### src/rtl/uart_tx_cfg_pkg.sv
// Shared definitions for the configurable UART: FSM state encoding, parity
// mode constants, the default bit period and the parity helper.
package uart_pkg;

   typedef enum logic [2:0] {
      S_IDLE   = 3'd0,
      S_START  = 3'd1,
      S_DATA   = 3'd2,
      S_PARITY = 3'd3,
      S_STOP   = 3'd4
   } txState_t;

   localparam int PARITY_NONE = 0;
   localparam int PARITY_ODD  = 1;
   localparam int PARITY_EVEN = 2;

   // 50 MHz system clock divided down to 115200 baud
   localparam int DEFAULT_CLKS_PER_BIT = 434;

   // Turns the XOR of the data bits into the transmitted parity bit
   function automatic logic parityBit(input logic dataXor, input int mode);
      return (mode == PARITY_ODD) ? ~dataXor : dataXor;
   endfunction

endpackage

### src/rtl/uart_tx_cfg_if.sv
// Load handshake and line outputs of the configurable UART transmitter.
// The master side offers data with i_Tx_DV, the transmitter is the slave.
interface uart_tx_cfg_if #(
   parameter int DATA_BITS = 8
);
   logic                 i_Tx_DV;
   logic [DATA_BITS-1:0] i_Tx_Byte;
   logic                 o_Tx_Ready;
   logic                 o_Tx_Active;
   logic                 o_Tx_Serial;
   logic                 o_Tx_Done;

   modport master (
      output i_Tx_DV,
      output i_Tx_Byte,
      input  o_Tx_Ready,
      input  o_Tx_Active,
      input  o_Tx_Serial,
      input  o_Tx_Done
   );

   modport slave (
      input  i_Tx_DV,
      input  i_Tx_Byte,
      output o_Tx_Ready,
      output o_Tx_Active,
      output o_Tx_Serial,
      output o_Tx_Done
   );
endinterface

### src/rtl/uart_tx_cfg_bit_timer.sv
// Bit-period timer shared by the UART transmitter and receiver. Counts
// 0..CLKS_PER_BIT-1 while enabled and flags the terminal count with tick.
module uart_bit_timer #(
   parameter int CLKS_PER_BIT = 434
) (
   input  logic i_Clock,
   input  logic i_Reset,
   input  logic clear,
   input  logic enable,
   output logic tick
);

   localparam int CW = (CLKS_PER_BIT > 2) ? $clog2(CLKS_PER_BIT) : 1;

   logic [CW-1:0] countReg;

   // Tick is combinational so the FSM can change bit on the same edge
   // the counter wraps back to zero
   assign tick = enable && (countReg == CW'(CLKS_PER_BIT - 1));

   // Counter advances while enabled, wraps at terminal count, and is held
   // at zero by clear so every bit period starts from a known phase
   always_ff @(posedge i_Clock) begin
      if (i_Reset || clear) begin
         countReg <= '0;
      end else if (enable) begin
         if (tick) begin
            countReg <= '0;
         end else begin
            countReg <= countReg + 1'b1;
         end
      end
   end

endmodule

### src/rtl/uart_tx_cfg.sv
// Configurable UART transmitter: DATA_BITS data bits sent LSB first, optional
// odd/even parity, one or two stop bits, ready/valid load handshake. The
// serial line is registered and drives the pad directly.
module uart_tx_cfg
   import uart_pkg::*;
#(
   parameter int CLKS_PER_BIT = DEFAULT_CLKS_PER_BIT,
   parameter int DATA_BITS    = 8,
   parameter int PARITY       = PARITY_NONE,
   parameter int STOP_BITS    = 1
) (
   input logic          i_Clock,
   input logic          i_Reset,
   uart_tx_cfg_if.slave txIf
);

   if (CLKS_PER_BIT < 2) begin : g_badClks
      $error("uart_tx_cfg: CLKS_PER_BIT must be at least 2");
   end
   if (DATA_BITS < 5 || DATA_BITS > 9) begin : g_badData
      $error("uart_tx_cfg: DATA_BITS must be in 5..9");
   end
   if (PARITY != PARITY_NONE && PARITY != PARITY_ODD && PARITY != PARITY_EVEN) begin : g_badParity
      $error("uart_tx_cfg: PARITY must be 0, 1 or 2");
   end
   if (STOP_BITS != 1 && STOP_BITS != 2) begin : g_badStop
      $error("uart_tx_cfg: STOP_BITS must be 1 or 2");
   end

   txState_t             stateReg, stateNext;
   logic                 serialReg, serialNext;
   logic                 activeReg, activeNext;
   logic                 doneReg, doneNext;
   logic [3:0]           bitIdxReg, bitIdxNext;
   logic                 stopIdxReg, stopIdxNext;
   logic [DATA_BITS-1:0] dataReg, dataNext;
   logic [DATA_BITS-1:0] shiftReg, shiftNext;
   logic                 timerClear, timerEnable, bitTick;

   uart_bit_timer #(.CLKS_PER_BIT(CLKS_PER_BIT)) bitTimer (
      .i_Clock (i_Clock),
      .i_Reset (i_Reset),
      .clear   (timerClear),
      .enable  (timerEnable),
      .tick    (bitTick)
   );

   // Ready comes straight from the state register so there is no
   // combinational path from i_Tx_DV back to the requester
   assign txIf.o_Tx_Ready  = (stateReg == S_IDLE);
   assign txIf.o_Tx_Active = activeReg;
   assign txIf.o_Tx_Serial = serialReg;
   assign txIf.o_Tx_Done   = doneReg;

   // State and registered outputs; reset abandons any frame in progress
   // without a Done pulse and wins over a simultaneous load request
   always_ff @(posedge i_Clock) begin
      if (i_Reset) begin
         stateReg   <= S_IDLE;
         serialReg  <= 1'b1;
         activeReg  <= 1'b0;
         doneReg    <= 1'b0;
         bitIdxReg  <= '0;
         stopIdxReg <= 1'b0;
         dataReg    <= '0;
         shiftReg   <= '0;
      end else begin
         stateReg   <= stateNext;
         serialReg  <= serialNext;
         activeReg  <= activeNext;
         doneReg    <= doneNext;
         bitIdxReg  <= bitIdxNext;
         stopIdxReg <= stopIdxNext;
         dataReg    <= dataNext;
         shiftReg   <= shiftNext;
      end
   end

   // Next-state and next-output logic. Every line change is decided one
   // cycle early so the serial output can stay registered. Parity is taken
   // from the latched copy of the data, never from the live input bus.
   always_comb begin
      stateNext   = stateReg;
      serialNext  = serialReg;
      activeNext  = activeReg;
      doneNext    = 1'b0;
      bitIdxNext  = bitIdxReg;
      stopIdxNext = stopIdxReg;
      dataNext    = dataReg;
      shiftNext   = shiftReg;
      timerClear  = 1'b0;
      timerEnable = 1'b0;

      case (stateReg)
         S_IDLE: begin
            serialNext = 1'b1;
            activeNext = 1'b0;
            timerClear = 1'b1;
            if (txIf.i_Tx_DV) begin
               dataNext    = txIf.i_Tx_Byte;
               shiftNext   = txIf.i_Tx_Byte;
               serialNext  = 1'b0;
               activeNext  = 1'b1;
               bitIdxNext  = '0;
               stopIdxNext = 1'b0;
               stateNext   = S_START;
            end
         end

         S_START: begin
            timerEnable = 1'b1;
            if (bitTick) begin
               serialNext = shiftReg[0];
               bitIdxNext = '0;
               stateNext  = S_DATA;
            end
         end

         S_DATA: begin
            timerEnable = 1'b1;
            if (bitTick) begin
               if (bitIdxReg == 4'(DATA_BITS - 1)) begin
                  stopIdxNext = 1'b0;
                  if (PARITY != PARITY_NONE) begin
                     serialNext = parityBit(^dataReg, PARITY);
                     stateNext  = S_PARITY;
                  end else begin
                     serialNext = 1'b1;
                     stateNext  = S_STOP;
                  end
               end else begin
                  shiftNext  = shiftReg >> 1;
                  serialNext = shiftReg[1];
                  bitIdxNext = bitIdxReg + 4'd1;
               end
            end
         end

         S_PARITY: begin
            timerEnable = 1'b1;
            if (bitTick) begin
               serialNext  = 1'b1;
               stopIdxNext = 1'b0;
               stateNext   = S_STOP;
            end
         end

         S_STOP: begin
            timerEnable = 1'b1;
            serialNext  = 1'b1;
            if (bitTick) begin
               if (STOP_BITS == 1 || stopIdxReg) begin
                  doneNext   = 1'b1;
                  activeNext = 1'b0;
                  stateNext  = S_IDLE;
               end else begin
                  stopIdxNext = 1'b1;
               end
            end
         end

         default: begin
            serialNext = 1'b1;
            activeNext = 1'b0;
            timerClear = 1'b1;
            stateNext  = S_IDLE;
         end
      endcase
   end

endmodule

### src/flat_wrapper.sv
// flat-port wrapper written by rule: the top's interface ports become plain ports
module uart_tx_cfg_flat import uart_pkg::*;
#(
   parameter int CLKS_PER_BIT = DEFAULT_CLKS_PER_BIT,
   parameter int DATA_BITS    = 8,
   parameter int PARITY       = PARITY_NONE,
   parameter int STOP_BITS    = 1
)
  (i_Clock, i_Reset, txIf_i_Tx_DV, txIf_i_Tx_Byte, txIf_o_Tx_Ready, txIf_o_Tx_Active, txIf_o_Tx_Serial, txIf_o_Tx_Done);
  uart_tx_cfg_if #(.DATA_BITS(DATA_BITS)) txIf_i ();
  input logic i_Clock;
  input logic i_Reset;
  input wire logic [$bits(txIf_i.i_Tx_DV)-1:0] txIf_i_Tx_DV;
  input wire logic [$bits(txIf_i.i_Tx_Byte)-1:0] txIf_i_Tx_Byte;
  output wire logic [$bits(txIf_i.o_Tx_Ready)-1:0] txIf_o_Tx_Ready;
  output wire logic [$bits(txIf_i.o_Tx_Active)-1:0] txIf_o_Tx_Active;
  output wire logic [$bits(txIf_i.o_Tx_Serial)-1:0] txIf_o_Tx_Serial;
  output wire logic [$bits(txIf_i.o_Tx_Done)-1:0] txIf_o_Tx_Done;
  assign txIf_i.i_Tx_DV = txIf_i_Tx_DV;
  assign txIf_i.i_Tx_Byte = txIf_i_Tx_Byte;
  assign txIf_o_Tx_Ready = txIf_i.o_Tx_Ready;
  assign txIf_o_Tx_Active = txIf_i.o_Tx_Active;
  assign txIf_o_Tx_Serial = txIf_i.o_Tx_Serial;
  assign txIf_o_Tx_Done = txIf_i.o_Tx_Done;
  uart_tx_cfg #(.CLKS_PER_BIT(CLKS_PER_BIT), .DATA_BITS(DATA_BITS), .PARITY(PARITY), .STOP_BITS(STOP_BITS)) u_core (.i_Clock(i_Clock), .i_Reset(i_Reset), .txIf(txIf_i));
endmodule
### config.mk
export PLATFORM = sky130hd
export DESIGN_NAME = uart_tx_cfg_flat
export DESIGN_NICKNAME = d
export VERILOG_FILES = /design/src/rtl/uart_tx_cfg_pkg.sv /design/src/rtl/uart_tx_cfg_if.sv /design/src/rtl/uart_tx_cfg_bit_timer.sv /design/src/rtl/uart_tx_cfg.sv /design/src/flat_wrapper.sv
export SDC_FILE = /design/constraint.sdc
export NUM_CORES = 1
export LEC_CHECK = 0
export CAP_MARGIN = 20
export CORE_ASPECT_RATIO = 0.5
export CORE_UTILIZATION = 50
export DETAILED_ROUTE_END_ITERATION = 16
export GPL_ROUTABILITY_DRIVEN = 0
export HOLD_SLACK_MARGIN = 0.05
export PLACE_DENSITY = 0.74
export SLEW_MARGIN = 10
export SYNTH_ARGS = -nofsm -noshare
export SYNTH_HDL_FRONTEND = slang
export SYNTH_SLANG_ARGS = --single-unit
### constraint.sdc
create_clock -name i_Clock -period 1.7 [get_ports i_Clock]
set_input_delay 0.425 -clock i_Clock [delete_from_list [all_inputs] [get_ports i_Clock]]
set_output_delay 0.425 -clock i_Clock [all_outputs]
set_load 0.05 [all_outputs]
==> flow_summary.ini <==
[critical_path]
critPathKind = reg2out
r2r_start = u_core.bitTimer.countReg[1]
path_max_fanout = 4
cp_data_required_time_ns = 1.27
end_kind = output pin
reg2regPathDepth = 6
crit_arrival_ns = 1.26
reg2reg_setup_slack_ns = 0.05
r2r-end = u_core.stateReg[2]
critPathLaunchType = register

[drt]
drtAntennaViolNets = 0
via_count = 1255
wirelength_um = 2870
dr.pass1.iters = 4
drtIter0Drc = 85
drcViolationCount = 0
viasPerCell = 5.43
wire_per_inst_um = 12.4

[placed_design]
placed_cells = 227
hpwlAfterDp_um = 2170
dpl_cell_area_um2 = 1730
port_buffers = 14

[global_routing]
first_global_vias = 990
grt_use_met2_pct = 32.5
grt.total_usage_pct = 20.1
grt_max_degree = 18
use_met3_pct = 4.77
busiest_layer = met2
antenna_found_initial = 0
grt_pass1_wl_um = 4600
overflow = 0
grtUsageMet1_pct = 28.1

[clock_tree]
hold_buffers = 0
cts-buffers-inserted = 3
cts_tree = yes
clkLatencyLatePin_ns = 0.27
cts.htree.levels = 1
cts-root-buf = clkbuf_8
clk_pin_slew_ns = 0.09
cts.sinks = 27
clockBufferDepth = 2
cts_setup_buffers = 0

[floorplanning]
row_count = 13
start_util_pct = 54.1
ios = 15
die_h_um = 40.0
dieWidth_um = 78.0
die_area_um2 = 3120
core-area_um2 = 2670

[cells_and_area]
multi_input_area_um2 = 841
finalNonFillerCells = 231
seq_area_um2 = 544
final_cell_area_um2 = 1790
antennaDiodeCount = 0
drive_gt1_share_pct = 21.6
area_delta_synth_final_pct = 24.4
final_nets = 209
fin_util_pct = 67.3
fillers = 223

[sta]
period_minus_slack_ns = 1.69
skew_ns = 0.00278
fin_tns_setup_ns = 0
fmax_mhz = 593
max_slew_margin_pct = 78.1
period_share_pct = 99.2
slew_viol_final = 0
tightest_slew_ns = 0.324
setup_viol = 0
rsz0062_at_grt = yes
hold_viol = 0

[flow_run]
cap_violations = 0

[worst_hold_path]
min_to = u_core.shiftReg[4]
hold_depth = 2
hold_class = reg2reg
hold_start = u_core.shiftReg[4]

[synthesis]
synth_area_um2 = 1440
ys_ff_latch = 27
yosysWarnings = 0
synth_nets = 181
synthCells = 167
synthArstFlopShare_pct = 0
yosysSeqAreaShare_pct = 37.5
synth-main-ff-cell = dfxtp_1
synth_area_per_cell_um2 = 8.64
synth_cell_type_count = 49
synth-edff-count = 0

[power_and_ir_drop]
pwr_density_cell_nw_per_um2 = 678
vdd_drop_max_v = 0.000434
leakagePower_nw = 0.718
power_w = 0.00122

[outcome]
outcome = finished, final reports clean
==> routing by layer <==
metal	wire [um]	vias to the layer above
met4	13	0
met5	0	-
met1	1570	582
met2	1200	17
met3	95	2
li1	-	654
==> worst max-delay path: stages, from the launching register on <==
cell and delay (ns):
dfxtp_2 0.35, or3_4 0.42, inv_6 0.09, buf_12 0.13
==> state kept, by name (all words and copies together), names as in the netlist <==
name / count
u_core.bitIdxReg: 4
u_core.bitTimer.countReg: 9
u_core.shiftReg: 8
u_core.stateReg: 3
u_core.txIf.o_Tx_Active: 1
u_core.txIf.o_Tx_Done: 1
u_core.txIf.o_Tx_Serial: 1
==> power by group <==
group          internal, W  leakage (nW)  switching (W)  total (W)
clock network     0.000168        0.0228       0.000190   0.000358
logic            0.0000905         0.475       0.000103   0.000193
registers         0.000653         0.221      0.0000124   0.000665
==> synthesized netlist by cell type (4+ instances only) <==
library cell / number / share of area [%]
dfxtp_1: 27 / 37
nand2_1: 18 / 4.7
nor2_1: 15 / 3.9
nand3_1: 13 / 4.5
a21oi_1: 8 / 2.8
a22o_1: 7 / 4.2
nand2b_1: 6 / 2.6
xor2_1: 5 / 3.0
buf_2: 4 / 1.4
clkbuf_1: 4 / 1.0
nand4b_1: 4 / 2.4
o21ai_0: 4 / 1.4
==> cells in the final DEF (no fill, tap or decap), types with 2 or more instances in the layout <==
master           count
nor2_1              15
nor3b_1              2
buf_12               2
dfxtp_1             24
dfxtp_2              3
clkbuf_8             3
and2_1               2
nand4_1              3
nand3_1             13
nand4b_1             4
a21oi_2              2
a22o_1               7
nand2_1             18
buf_4               22
xor2_1               5
and3_1               2
a31oi_1              2
xnor2_1              2
a21oi_1              8
nor3_1               2
ha_1                 3
o21ai_0              4
nand2b_1             6
clkdlybuf4s50_1     10
==> metrics by stage <==
stage	hold WS (ns)	setup slack (ns)
floorplan	0.441	0.0761
global placement	0.451	-0.0192
detailed placement	0.459	-0.0360
CTS	0.472	0.00498
global route	0.497	-0.0207
finish	0.471	0.0144
==> how the worst max path moves through the flow <==
stage | from | to | slack (ns) | depth (start not counted)
floorplan | u_core.bitIdxReg[0] | u_core.shiftReg[6] | 0.08 | 6
global placement | txIf_i_Tx_DV | u_core.bitIdxReg[2] | -0.02 | 5
detailed placement | txIf_i_Tx_DV | u_core.bitIdxReg[0] | -0.04 | 5
CTS | u_core.bitTimer.countReg[1] | u_core.stateReg[2] | 0.005 | 6
global route | u_core.stateReg[0] | txIf_o_Tx_Ready | -0.02 | 3
finish | u_core.stateReg[0] | txIf_o_Tx_Ready | 0.01 | 3
==> what timing repair did <==
action,CTS,global route
pin swaps,1,1
resized for setup,4,4
setup endpoints to repair,2,4
==> cell type report <==
type / instances / share of cell area [%]
well taps: 37 / 2.58
repair buffers: 34 / 17.0
inverters: 2 / 0.697
multi-input cells: 127 / 46.9
clock buffers: 4 / 2.51
flip-flops and latches: 27 / 30.3
==> cell families after synthesis <==
kind of cell             after synthesis  share of synthesized area [%]
AO/OA/AOI/OAI                         34                           16.3
adder cells (fa/ha/maj)                3                           2.60
buffers and inverters                 13                           5.64
AND/OR/NAND/NOR                       82                           33.0
multiplexers                           1                          0.694
XOR/XNOR                               7                           4.25
flip-flops                            27                           37.5
No activity file was read; power rests on OpenSTA's default activity.
